--- config.mk ---
export PLATFORM = sky130hd
export DESIGN_NAME = pipelined_ripple_adder
export DESIGN_NICKNAME = d
export VERILOG_FILES = /design/src/rtl/pipelined_ripple_adder.sv
export SDC_FILE = /design/constraint.sdc
export NUM_CORES = 1
export LEC_CHECK = 0
export CAP_MARGIN = 20
export CORE_ASPECT_RATIO = 1.4
export CORE_MARGIN = 4
export CORE_UTILIZATION = 45
export CTS_CLUSTER_SIZE = 24
export DETAILED_ROUTE_END_ITERATION = 6
export MAX_ROUTING_LAYER = met4
export PLACE_DENSITY = 0.82
export SLEW_MARGIN = 5
export SYNTH_ARGS = -nofsm -noshare
export SYNTH_HDL_FRONTEND = slang
export SYNTH_SLANG_ARGS = --single-unit
export TNS_END_PERCENT = 30
--- constraint.sdc ---
create_clock -name clk -period 1.95 [get_ports clk]
set_input_delay 0.2925 -clock clk [delete_from_list [all_inputs] [get_ports clk]]
set_output_delay 0.2925 -clock clk [all_outputs]
set_load 0.005 [all_outputs]
--- src/rtl/pipelined_ripple_adder.sv ---
// pipelined_ripple_adder: WIDTH-bit a+b+cin split into STAGES carry-chained
// slices, one register stage per slice, valid/ready handshake with a global
// stall on output back-pressure.
// Optional feature macro: PIPELINED_ADDER_OVF_EN adds the signed-overflow
// output ovf, computed in the last slice and aligned with sum.
module pipelined_ripple_adder #(
  parameter int unsigned WIDTH  = 8,
  parameter int unsigned STAGES = 2
) (
  input  logic             clk,
  input  logic             rst,
  input  logic             in_valid,
  output logic             in_ready,
  input  logic [WIDTH-1:0] a,
  input  logic [WIDTH-1:0] b,
  input  logic             cin,
  output logic             out_valid,
  input  logic             out_ready,
  output logic [WIDTH-1:0] sum,
  output logic             cout
`ifdef PIPELINED_ADDER_OVF_EN
  ,
  output logic             ovf
`endif
);

  localparam int unsigned SLICE = WIDTH / STAGES;

  // Reject configurations where the slices would not tile the operand exactly.
  if (WIDTH < 1 || STAGES < 1 || STAGES > WIDTH || (WIDTH % STAGES) != 0) begin : g_bad_cfg
    $error("pipelined_ripple_adder: need 1 <= STAGES <= WIDTH and WIDTH %% STAGES == 0");
  end

  // Per-stage state: valid, carry out of the slice, sum bits resolved so far,
  // and the operands carried forward for the slices still to be added.
  logic             valid_q [STAGES];
  logic             valid_d [STAGES];
  logic             carry_q [STAGES];
  logic             carry_d [STAGES];
  logic [WIDTH-1:0] sum_q   [STAGES];
  logic [WIDTH-1:0] sum_d   [STAGES];
  logic [WIDTH-1:0] a_q     [STAGES];
  logic [WIDTH-1:0] a_d     [STAGES];
  logic [WIDTH-1:0] b_q     [STAGES];
  logic [WIDTH-1:0] b_d     [STAGES];
`ifdef PIPELINED_ADDER_OVF_EN
  logic             ovf_q;
  logic             ovf_d;
`endif

  logic             advance;
  logic             src_v;
  logic             src_c;
  logic [WIDTH-1:0] src_a;
  logic [WIDTH-1:0] src_b;
  logic [WIDTH-1:0] src_sum;
  logic [SLICE:0]   part;

  // Global stall: everything moves only when the output slot is free or draining.
  always_comb begin
    advance  = out_ready | ~valid_q[STAGES-1];
    in_ready = advance;
  end

  // Slice adders: stage k adds its slice of the skewed operands to the carry
  // from stage k-1; all stages hold together when the pipeline is stalled.
  always_comb begin
    src_v   = 1'b0;
    src_c   = 1'b0;
    src_a   = '0;
    src_b   = '0;
    src_sum = '0;
    part    = '0;
`ifdef PIPELINED_ADDER_OVF_EN
    ovf_d   = ovf_q;
`endif
    for (int unsigned k = 0; k < STAGES; k++) begin
      valid_d[k] = valid_q[k];
      carry_d[k] = carry_q[k];
      sum_d[k]   = sum_q[k];
      a_d[k]     = a_q[k];
      b_d[k]     = b_q[k];
    end
    if (advance) begin
      for (int unsigned k = 0; k < STAGES; k++) begin
        if (k == 0) begin
          src_v   = in_valid;
          src_c   = cin;
          src_a   = a;
          src_b   = b;
          src_sum = '0;
        end else begin
          src_v   = valid_q[k-1];
          src_c   = carry_q[k-1];
          src_a   = a_q[k-1];
          src_b   = b_q[k-1];
          src_sum = sum_q[k-1];
        end
        part = {1'b0, src_a[k*SLICE +: SLICE]} + {1'b0, src_b[k*SLICE +: SLICE]}
             + {{SLICE{1'b0}}, src_c};
        valid_d[k]                  = src_v;
        carry_d[k]                  = part[SLICE];
        sum_d[k]                    = src_sum;
        sum_d[k][k*SLICE +: SLICE]  = part[SLICE-1:0];
        // Operands travel whole; bits below the current slice are dead and trimmed by synthesis.
        a_d[k]                      = src_a;
        b_d[k]                      = src_b;
`ifdef PIPELINED_ADDER_OVF_EN
        if (k == STAGES - 1) begin
          ovf_d = (src_a[WIDTH-1] == src_b[WIDTH-1]) & (part[SLICE-1] != src_a[WIDTH-1]);
        end
`endif
      end
    end
  end

  // Control and result registers, cleared by synchronous reset.
  always_ff @(posedge clk) begin
    if (rst) begin
      for (int unsigned k = 0; k < STAGES; k++) begin
        valid_q[k] <= 1'b0;
        carry_q[k] <= 1'b0;
        sum_q[k]   <= '0;
      end
`ifdef PIPELINED_ADDER_OVF_EN
      ovf_q <= 1'b0;
`endif
    end else begin
      for (int unsigned k = 0; k < STAGES; k++) begin
        valid_q[k] <= valid_d[k];
        carry_q[k] <= carry_d[k];
        sum_q[k]   <= sum_d[k];
      end
`ifdef PIPELINED_ADDER_OVF_EN
      ovf_q <= ovf_d;
`endif
    end
  end

  // Operand skew registers; contents are only meaningful alongside a valid beat.
  always_ff @(posedge clk) begin
    for (int unsigned k = 0; k < STAGES; k++) begin
      a_q[k] <= a_d[k];
      b_q[k] <= b_d[k];
    end
  end

  // Outputs come straight from the last stage.
  always_comb begin
    out_valid = valid_q[STAGES-1];
    sum       = sum_q[STAGES-1];
    cout      = carry_q[STAGES-1];
`ifdef PIPELINED_ADDER_OVF_EN
    ovf       = ovf_q;
`endif
  end

endmodule

==> impl_metrics.ini, run 1 <==
[power]
p_leak_nw = 0.594
combPwrFrac_pct = 22.0
power_frac_clock_pct = 21.9
power_density_mw_per_mm2 = 705
p_int_w = 0.000783
p_seq_share_pct = 56.0
vdd.ir_drop.worst_v = 0.000575
switching_share_pct = 25.3
p_sw_w = 0.000265

[timing]
max_freq_mhz = 593
post-route-period-util_pct = 86.5
whs_ns = 0.457
worstMarginPinSlew_ns = 0.266
hold_viol_final = 0
finalSetupViolCount = 0
setup-tns-final_ns = 0
fin_ws_ns = 0.264
rsz0062_at_grt = false
slew_viol_final = 0
min_period_ns = 1.69
slew_headroom_pct = 82.3
finClkSkew_ns = 0.00137

[die]
rows = 21
dieHeight_um = 68.7
die_width_um = 51.4
core_mm2 = 0.00244
boundaryPins = 32
die-area_mm2 = 0.00353
start_util_pct = 48.5

[run]
maxCapViolations = 0

[clock_tree]
cts_num_sinks = 24
post_cts_buffers = 0
cts_buffers = 3
cts_tree = built
ctsResizeCount = 0
hold_buffers = 0
clock_latency_ns = 0.31
cts_buffer_depth = 2
cts.clk_slew.worst_paths_ns = 0.13
cts-root-buf = clkbuf_4
cts_max_level = 1

[routing]
routedWlPerCell_um = 12.1
drt_wl_total_um = 2100
dr.pass1.iters = 2
ant_nets = 0
num_vias = 850
vias_per_cell = 4.91
drc = 0
drtIter0Drc = 7

[global_route]
grt_max_degree = 25
grt_antenna_before_repair = 0
grt_use_total_pct = 13.9
grt_overflow_total = 0
grt_first_pass_wirelength_um = 3570
grt_pass1_vias = 837

[logic_synthesis]
synth_top_area_share_pct = 27.0
syn-num-nets = 145
synth-seq-cells = 24
synth.avg_cell_area_um2 = 10.4
synth_top_cell_by_area = dfxtp_1
synth.cell_area_mm2 = 0.00118
yosys_warnings = 0
ys_types = 28
ys_seq_area_share_pct = 47.3
yosys-top-cells-area = dfxtp_1 (27%), edfxtp_1 (20%), fa_1 (6.8%)
syn_inst = 114

[placement]
io_buffers = 31
dp_cells = 169
place_area_mm2 = 0.00146
dp_hpwl_um = 1610
routabilityCongestion = 0.810
place_ws_ns = 0.0112

[layout]
final_cell_mix = clkdlybuf4s50_1 (31), nand2_1 (18), dfxtp_1 (16), a21oi_1 (11)
syn_to_final_growth_pct = 25.4
stdcell_area_mm2 = 0.00149
drive_gt1_share_pct = 7.91
diodes = 0
nFillCells = 211
nets = 171
final_cell_count_no_fill = 173
final_common_cell = clkdlybuf4s50_1

[hold_path]
hold_depth = 2
hold_path.class = reg -> reg

[setup_path]
r2r_cells = 4
crit_required_ns = 1.66
endpoint_kind = output port
path_max_fanout = 2
start_kind = input pin
criticalPathCategory = in -> out
cp_data_arrival_time_ns = 1.39

[outcome]
status = finished, final reports clean
==> synth_stat cells <==
cell,n
nand2_1,18
dfxtp_1,16
a21oi_1,11
buf_4,8
edfxtp_1,8
nor2_1,8
ha_1,6
inv_1,6
fa_1,4
nor2b_1,3
a2111o_1,2
a211oi_1,2
a211oi_2,2
buf_2,2
nand3_1,2
nand3b_1,2
o21ai_0,2
xnor2_1,2
a21o_1,1
buf_6,1
buf_8,1
clkbuf_1,1
inv_4,1
nand4_1,1
nor2b_4,1
o211ai_2,1
or2b_1,1
or3_1,1
==> per-layer routing <==
layer  vias to the layer above  track usage, %  routed length, µm
met4                         0            4.92                 29
li1                        424               -                  -
met5                         -               -                  0
met3                         4            1.94                 84
met2                        16            26.6               1170
met1                       406            14.2                817
==> sequential cells by signal, indices dropped and copies added (netlist names) <==
name,flops
sum_q,12
carry_q,2
valid_q,2
a_q,4
b_q,4
==> final timing paths <==
check	start	slack, ns	to
setup reg to reg	b_q[0][4]$_DFFE_PP_	0.35	sum_q[0][13]$_SDFFE_PP0P_
hold / removal	sum_q[0][14]$_SDFFE_PP0P_	0.46	sum_q[0][14]$_SDFFE_PP0P_
setup / recovery	out_ready	0.26	in_ready
hold reg to reg	sum_q[0][14]$_SDFFE_PP0P_	0.46	sum_q[0][14]$_SDFFE_PP0P_
==> kinds of logic after synthesis <==
group	count (synthesis)	synth area share, %
flip-flops	24	47.3
adder cells (fa/ha/maj)	10	13.1
AND/OR/NAND/NOR	37	14.8
XOR/XNOR	2	1.48
buffers and inverters	20	10.9
AO/OA/AOI/OAI	21	12.5
==> critical path: stages <==
cell and delay [ns]:
clkdlybuf4s50_1 0.51, nor2b_4 0.06, inv_4 0.04, clkdlybuf4s50_1 0.49
==> through the flow <==
step / power, W / utilization [%]
floorplan: 0.000743 / -
global placement: 0.000821 / 59.8
detailed placement: 0.000831 / 59.8
CTS: 0.00105 / 60.8
global route: 0.00111 / 60.8
finish: 0.00105 / 60.8
==> cell type report <==
type	instances	area, µm²	share of cell area, %
repair buffers	34	333	22.4
well taps	34	42.5	2.86
multi-input cells	70	495	33.3
flip-flops and latches	24	561	37.7
inverters	7	28.8	1.94
clock buffers	4	26.3	1.77
==> power groups by stage <==
stage / clock network (W) / registers, W / logic (W)
floorplan: 0 / 0.000594 / 0.000149
global placement: 0 / 0.000596 / 0.000225
detailed placement: 0 / 0.000599 / 0.000232
CTS: 0.000230 / 0.000587 / 0.000234
global route: 0.000256 / 0.000593 / 0.000262
finish: 0.000230 / 0.000587 / 0.000231
No activity file was read; power rests on OpenSTA's default activity.
==> run 2: changes to the inputs <==
--- a/config.mk
+++ b/config.mk
@@ -13,6 +13,7 @@
 export DETAILED_ROUTE_END_ITERATION = 6
 export MAX_ROUTING_LAYER = met4
 export PLACE_DENSITY = 0.82
+export RECOVER_POWER = 50
 export SLEW_MARGIN = 5
 export SYNTH_ARGS = -nofsm -noshare
 export SYNTH_HDL_FRONTEND = slang
==> constraint.sdc (replaced) <==
create_clock -name clk -period 1.9 [get_ports clk]
set_input_delay 0.285 -clock clk [delete_from_list [all_inputs] [get_ports clk]]
set_output_delay 0.285 -clock clk [all_outputs]
set_load 0.005 [all_outputs]
==> impl_metrics.ini, run 2 (synthesis gave the netlist of run 1 again) <==
[timing]
rsz0062_at_grt = false
worstMarginPinSlew_ns = 0.697
hold_viol_final = 0
slew_viol_final = 0
max_freq_mhz = 583
finalSetupViolCount = 0
finClkSkew_ns = 0.00337
min_period_ns = 1.72
slew_headroom_pct = 53.6
post-route-period-util_pct = 90.3
whs_ns = 0.456

[clock_tree]
post_cts_buffers = 0
cts-root-buf = clkbuf_4
ctsResizeCount = 0
cts_max_level = 1
cts_buffer_depth = 2
cts_num_sinks = 24
cts.clk_slew.worst_paths_ns = 0.12
cts_buffers = 3
clock_latency_ns = 0.30
hold_buffers = 0
cts_tree = built

[global_route]
grt_first_pass_wirelength_um = 3370
grt_max_degree = 25
grt_antenna_before_repair = 0
grt_pass1_vias = 810
grt_overflow_total = 0
grt_use_total_pct = 13.0

[placement]
routabilityCongestion = 0.807
io_buffers = 31
dp_hpwl_um = 1550

[routing]
dr.pass1.iters = 4
drtIter0Drc = 15
routedWlPerCell_um = 11.4
drt_wl_total_um = 1990
vias_per_cell = 4.78
num_vias = 832
ant_nets = 0
drc = 0

[setup_path]
cp_data_arrival_time_ns = 1.43
r2r_cells = 4
criticalPathCategory = in -> out
start_kind = input pin
endpoint_kind = output port
path_max_fanout = 2
crit_required_ns = 1.62

[layout]
final_util_pct = 60.8
nFillCells = 217
nets = 172
final_cell_mix = clkdlybuf4s50_1 (23), nand2_1 (18), dfxtp_1 (16), a21oi_1 (11)
final_common_cell = clkdlybuf4s50_1
largest_reg_flops = 12
diodes = 0
reg_top3 = sum_q (12), a_q (4), b_q (4)
drive_gt1_share_pct = 7.86
largest-register = sum_q
syn_to_final_growth_pct = 25.4

[die]
rows = 21
die_width_um = 51.4
die-area_mm2 = 0.00353
core_mm2 = 0.00244
boundaryPins = 32
start_util_pct = 48.5
dieHeight_um = 68.7

[power]
vdd.ir_drop.worst_v = 0.000529
power_w = 0.00105
power_density_mw_per_mm2 = 708
p_leak_nw = 0.595

[hold_path]
hold_path.class = reg -> reg
hold_depth = 2

[outcome]
status = finished, final reports clean

[run]
maxCapViolations = 0
-- run 2: cell count changes in the layout (fill, tap and decap cells not counted) --
cell / change
buf_4: -1
clkbuf_1: +1
clkbuf_2: +1
clkdlybuf4s50_1: -8
clkinvlp_2: +1
dlygate4sd3_1: +8
inv_4: -1
-- run 2: final cells by class --
class	count	area (µm²)	area share [%]
clock buffers	4	26.3	1.77
inverters	7	27.5	1.85
multi-input cells	70	495	33.3
flip-flops and latches	24	561	37.7
well taps	34	42.5	2.86
repair buffers	35	334	22.5
-- run 2: where the power goes --
group          switching [W]  internal [W]
clock network       0.000136     0.0000816
logic              0.0000935      0.000139
registers          0.0000225      0.000579
total               0.000252      0.000800
-- run 2: path summary, 6_finish.rpt --
path / from / end / slack [ns]
hold reg to reg: sum_q[0][12]$_SDFFE_PP0P_ / sum_q[0][12]$_SDFFE_PP0P_ / 0.46
setup / recovery: out_ready / in_ready / 0.18
hold / removal: sum_q[0][12]$_SDFFE_PP0P_ / sum_q[0][12]$_SDFFE_PP0P_ / 0.46
setup reg to reg: b_q[0][4]$_DFFE_PP_ / sum_q[0][13]$_SDFFE_PP0P_ / 0.29
-- run 2: layer usage --
layer / track usage (%) / wire [µm] / vias up
li1: - / - / 426
met1: 13.4 / 804 / 390
met2: 24.4 / 1090 / 14
met3: 2.37 / 68 / 2
met4: 4.92 / 21 / 0
met5: - / 0 / -
-- run 2: metrics by stage --
stage | setup TNS [ns] | cells | setup WS, ns | instance area (µm²)
finish | 0 | 174 | 0.184 | 1490
global placement | -0.00591 | 170 | -0.00591 | 1470
detailed placement | -0.0249 | 170 | -0.0241 | 1470
CTS | 0 | 174 | 0.230 | 1490
global route | 0 | 174 | 0.113 | 1490
floorplan | 0 | 114 | 0.399 | 1180
-- run 2: worst max-delay path, stage by stage --
cell and delay [ns]:
clkdlybuf4s50_1 0.44, nor2b_4 0.14, clkinvlp_2 0.11, clkdlybuf4s50_1 0.45
==> run 3: changes to the inputs <==
--- a/config.mk
+++ b/config.mk
@@ -7,7 +7,7 @@
 export LEC_CHECK = 0
 export CAP_MARGIN = 20
 export CORE_ASPECT_RATIO = 1.4
-export CORE_MARGIN = 4
+export CORE_MARGIN = 2
 export CORE_UTILIZATION = 45
 export CTS_CLUSTER_SIZE = 24
 export DETAILED_ROUTE_END_ITERATION = 6
==> impl_metrics.ini, run 3 (synthesis gave the netlist of run 1 again) <==
[clock_tree]
cts-root-buf = clkbuf_4
ctsResizeCount = 0
hold_buffers = 0
cts_tree = built
post_cts_buffers = 0
cts_num_sinks = 24
cts.clk_slew.worst_paths_ns = 0.12
cts_buffer_depth = 2
cts_max_level = 1
clock_latency_ns = 0.31
cts_buffers = 3

[timing]
fin_ws_ns = 0.177
finClkSkew_ns = 0.00415
finalSetupViolCount = 0
setup-tns-final_ns = 0
slew_headroom_pct = 50.8
min_period_ns = 1.72
hold_viol_final = 0
max_freq_mhz = 580
worstMarginPinSlew_ns = 0.737
slew_viol_final = 0
post-route-period-util_pct = 90.7
whs_ns = 0.459
rsz0062_at_grt = false

[layout]
largest_reg_flops = 12
final_common_cell = clkdlybuf4s50_1
nets = 172
syn_to_final_growth_pct = 26.5
diodes = 0
largest-register = sum_q
nFillCells = 222
final_util_pct = 58.6
drive_gt1_share_pct = 8.57
final_cell_mix = clkdlybuf4s50_1 (23), nand2_1 (18), dfxtp_1 (16), a21oi_1 (11)
reg_top3 = sum_q (12), a_q (4), b_q (4)

[placement]
routabilityCongestion = 0.796
place_ws_ns = -0.0786
io_buffers = 31
dp_hpwl_um = 1590

[power]
p_sw_w = 0.000268
p_leak_nw = 0.601
p_seq_share_pct = 54.6
vdd.ir_drop.worst_v = 0.000596
switching_share_pct = 24.3
combPwrFrac_pct = 21.4
power_density_mw_per_mm2 = 736
power_frac_clock_pct = 24.0
p_int_w = 0.000836

[routing]
dr.pass1.iters = 4
drt_wl_total_um = 2100
routedWlPerCell_um = 12.0
drc = 0
drtIter0Drc = 10
num_vias = 853
vias_per_cell = 4.85
ant_nets = 0

[global_route]
grt_use_total_pct = 17.1
grt_max_degree = 25
grt_overflow_total = 0
grt_antenna_before_repair = 0
grt_first_pass_wirelength_um = 3680
grt_pass1_vias = 886

[hold_path]
hold_depth = 2
hold_path.class = reg -> reg
hp-start = sum_q[0][14]$_SDFFE_PP0P_
hold_end = sum_q[0][14]$_SDFFE_PP0P_

[setup_path]
path_max_fanout = 2
cp_data_arrival_time_ns = 1.44
rr_endpoint = sum_q[0][13]$_SDFFE_PP0P_
worstReg2RegStart = b_q[0][4]$_DFFE_PP_
regToRegSetupSlack_ns = 0.29
criticalPathCategory = in -> out
endpoint_kind = output port
crit_required_ns = 1.62
r2r_cells = 4
start_kind = input pin

[outcome]
status = finished, final reports clean

[die]
boundaryPins = 32
die-area_mm2 = 0.00307
rows = 22
start_util_pct = 46.3
core_mm2 = 0.00256
die_width_um = 47.4
dieHeight_um = 64.7

[run]
maxCapViolations = 0
-- run 3: worst max-delay path, cell delays in order --
cell and delay (ns):
clkdlybuf4s50_1 0.45, nor2b_4 0.14, clkinvlp_2 0.11, clkdlybuf4s50_1 0.45
-- run 3: worst max-delay path by stage --
stage,from,endpoint,depth (start not counted)
6_report,out_ready,in_ready,4
5_1_grt,out_ready,in_ready,4
4_1_cts,out_ready,in_ready,4
3_5_place_dp,a[0],carry_q[0][0]$_SDFFE_PP0P_,7
3_3_place_gp,a[0],sum_q[0][1]$_SDFFE_PP0P_,5
2_1_floorplan,b_q[0][4]$_DFFE_PP_,sum_q[0][13]$_SDFFE_PP0P_,4
-- run 3: cell type report --
cell class	count	area (µm²)	share of cell area, %
well taps	36	45.0	3.01
flip-flops and latches	24	561	37.4
repair buffers	35	334	22.3
multi-input cells	70	495	33.1
clock buffers	4	36.3	2.42
inverters	7	27.5	1.84
-- run 3: layer usage --
metal | track usage, % | wire length (µm) | up-vias
li1 | - | - | 426
met1 | 16.9 | 819 | 405
met2 | 30.4 | 1170 | 17
met3 | 2.51 | 63 | 5
met4 | 8.33 | 48 | 0
met5 | - | 0 | -
-- run 3: power groups by stage --
stage | logic, W | registers [W] | clock network (W)
after floorplan | 0.000153 | 0.000609 | 0
after global placement | 0.000232 | 0.000612 | 0
after detailed placement | 0.000242 | 0.000615 | 0
after CTS | 0.000245 | 0.000603 | 0.000272
after global routing | 0.000262 | 0.000609 | 0.000294
final | 0.000236 | 0.000602 | 0.000265
-- run 3: metrics by stage --
stage	total power, W	std cells	cell area [µm²]
final	0.00110	176	1500
after global routing	0.00116	176	1500
after CTS	0.00112	176	1510
after detailed placement	0.000857	172	1470
after global placement	0.000844	172	1470
after floorplan	0.000763	114	1180
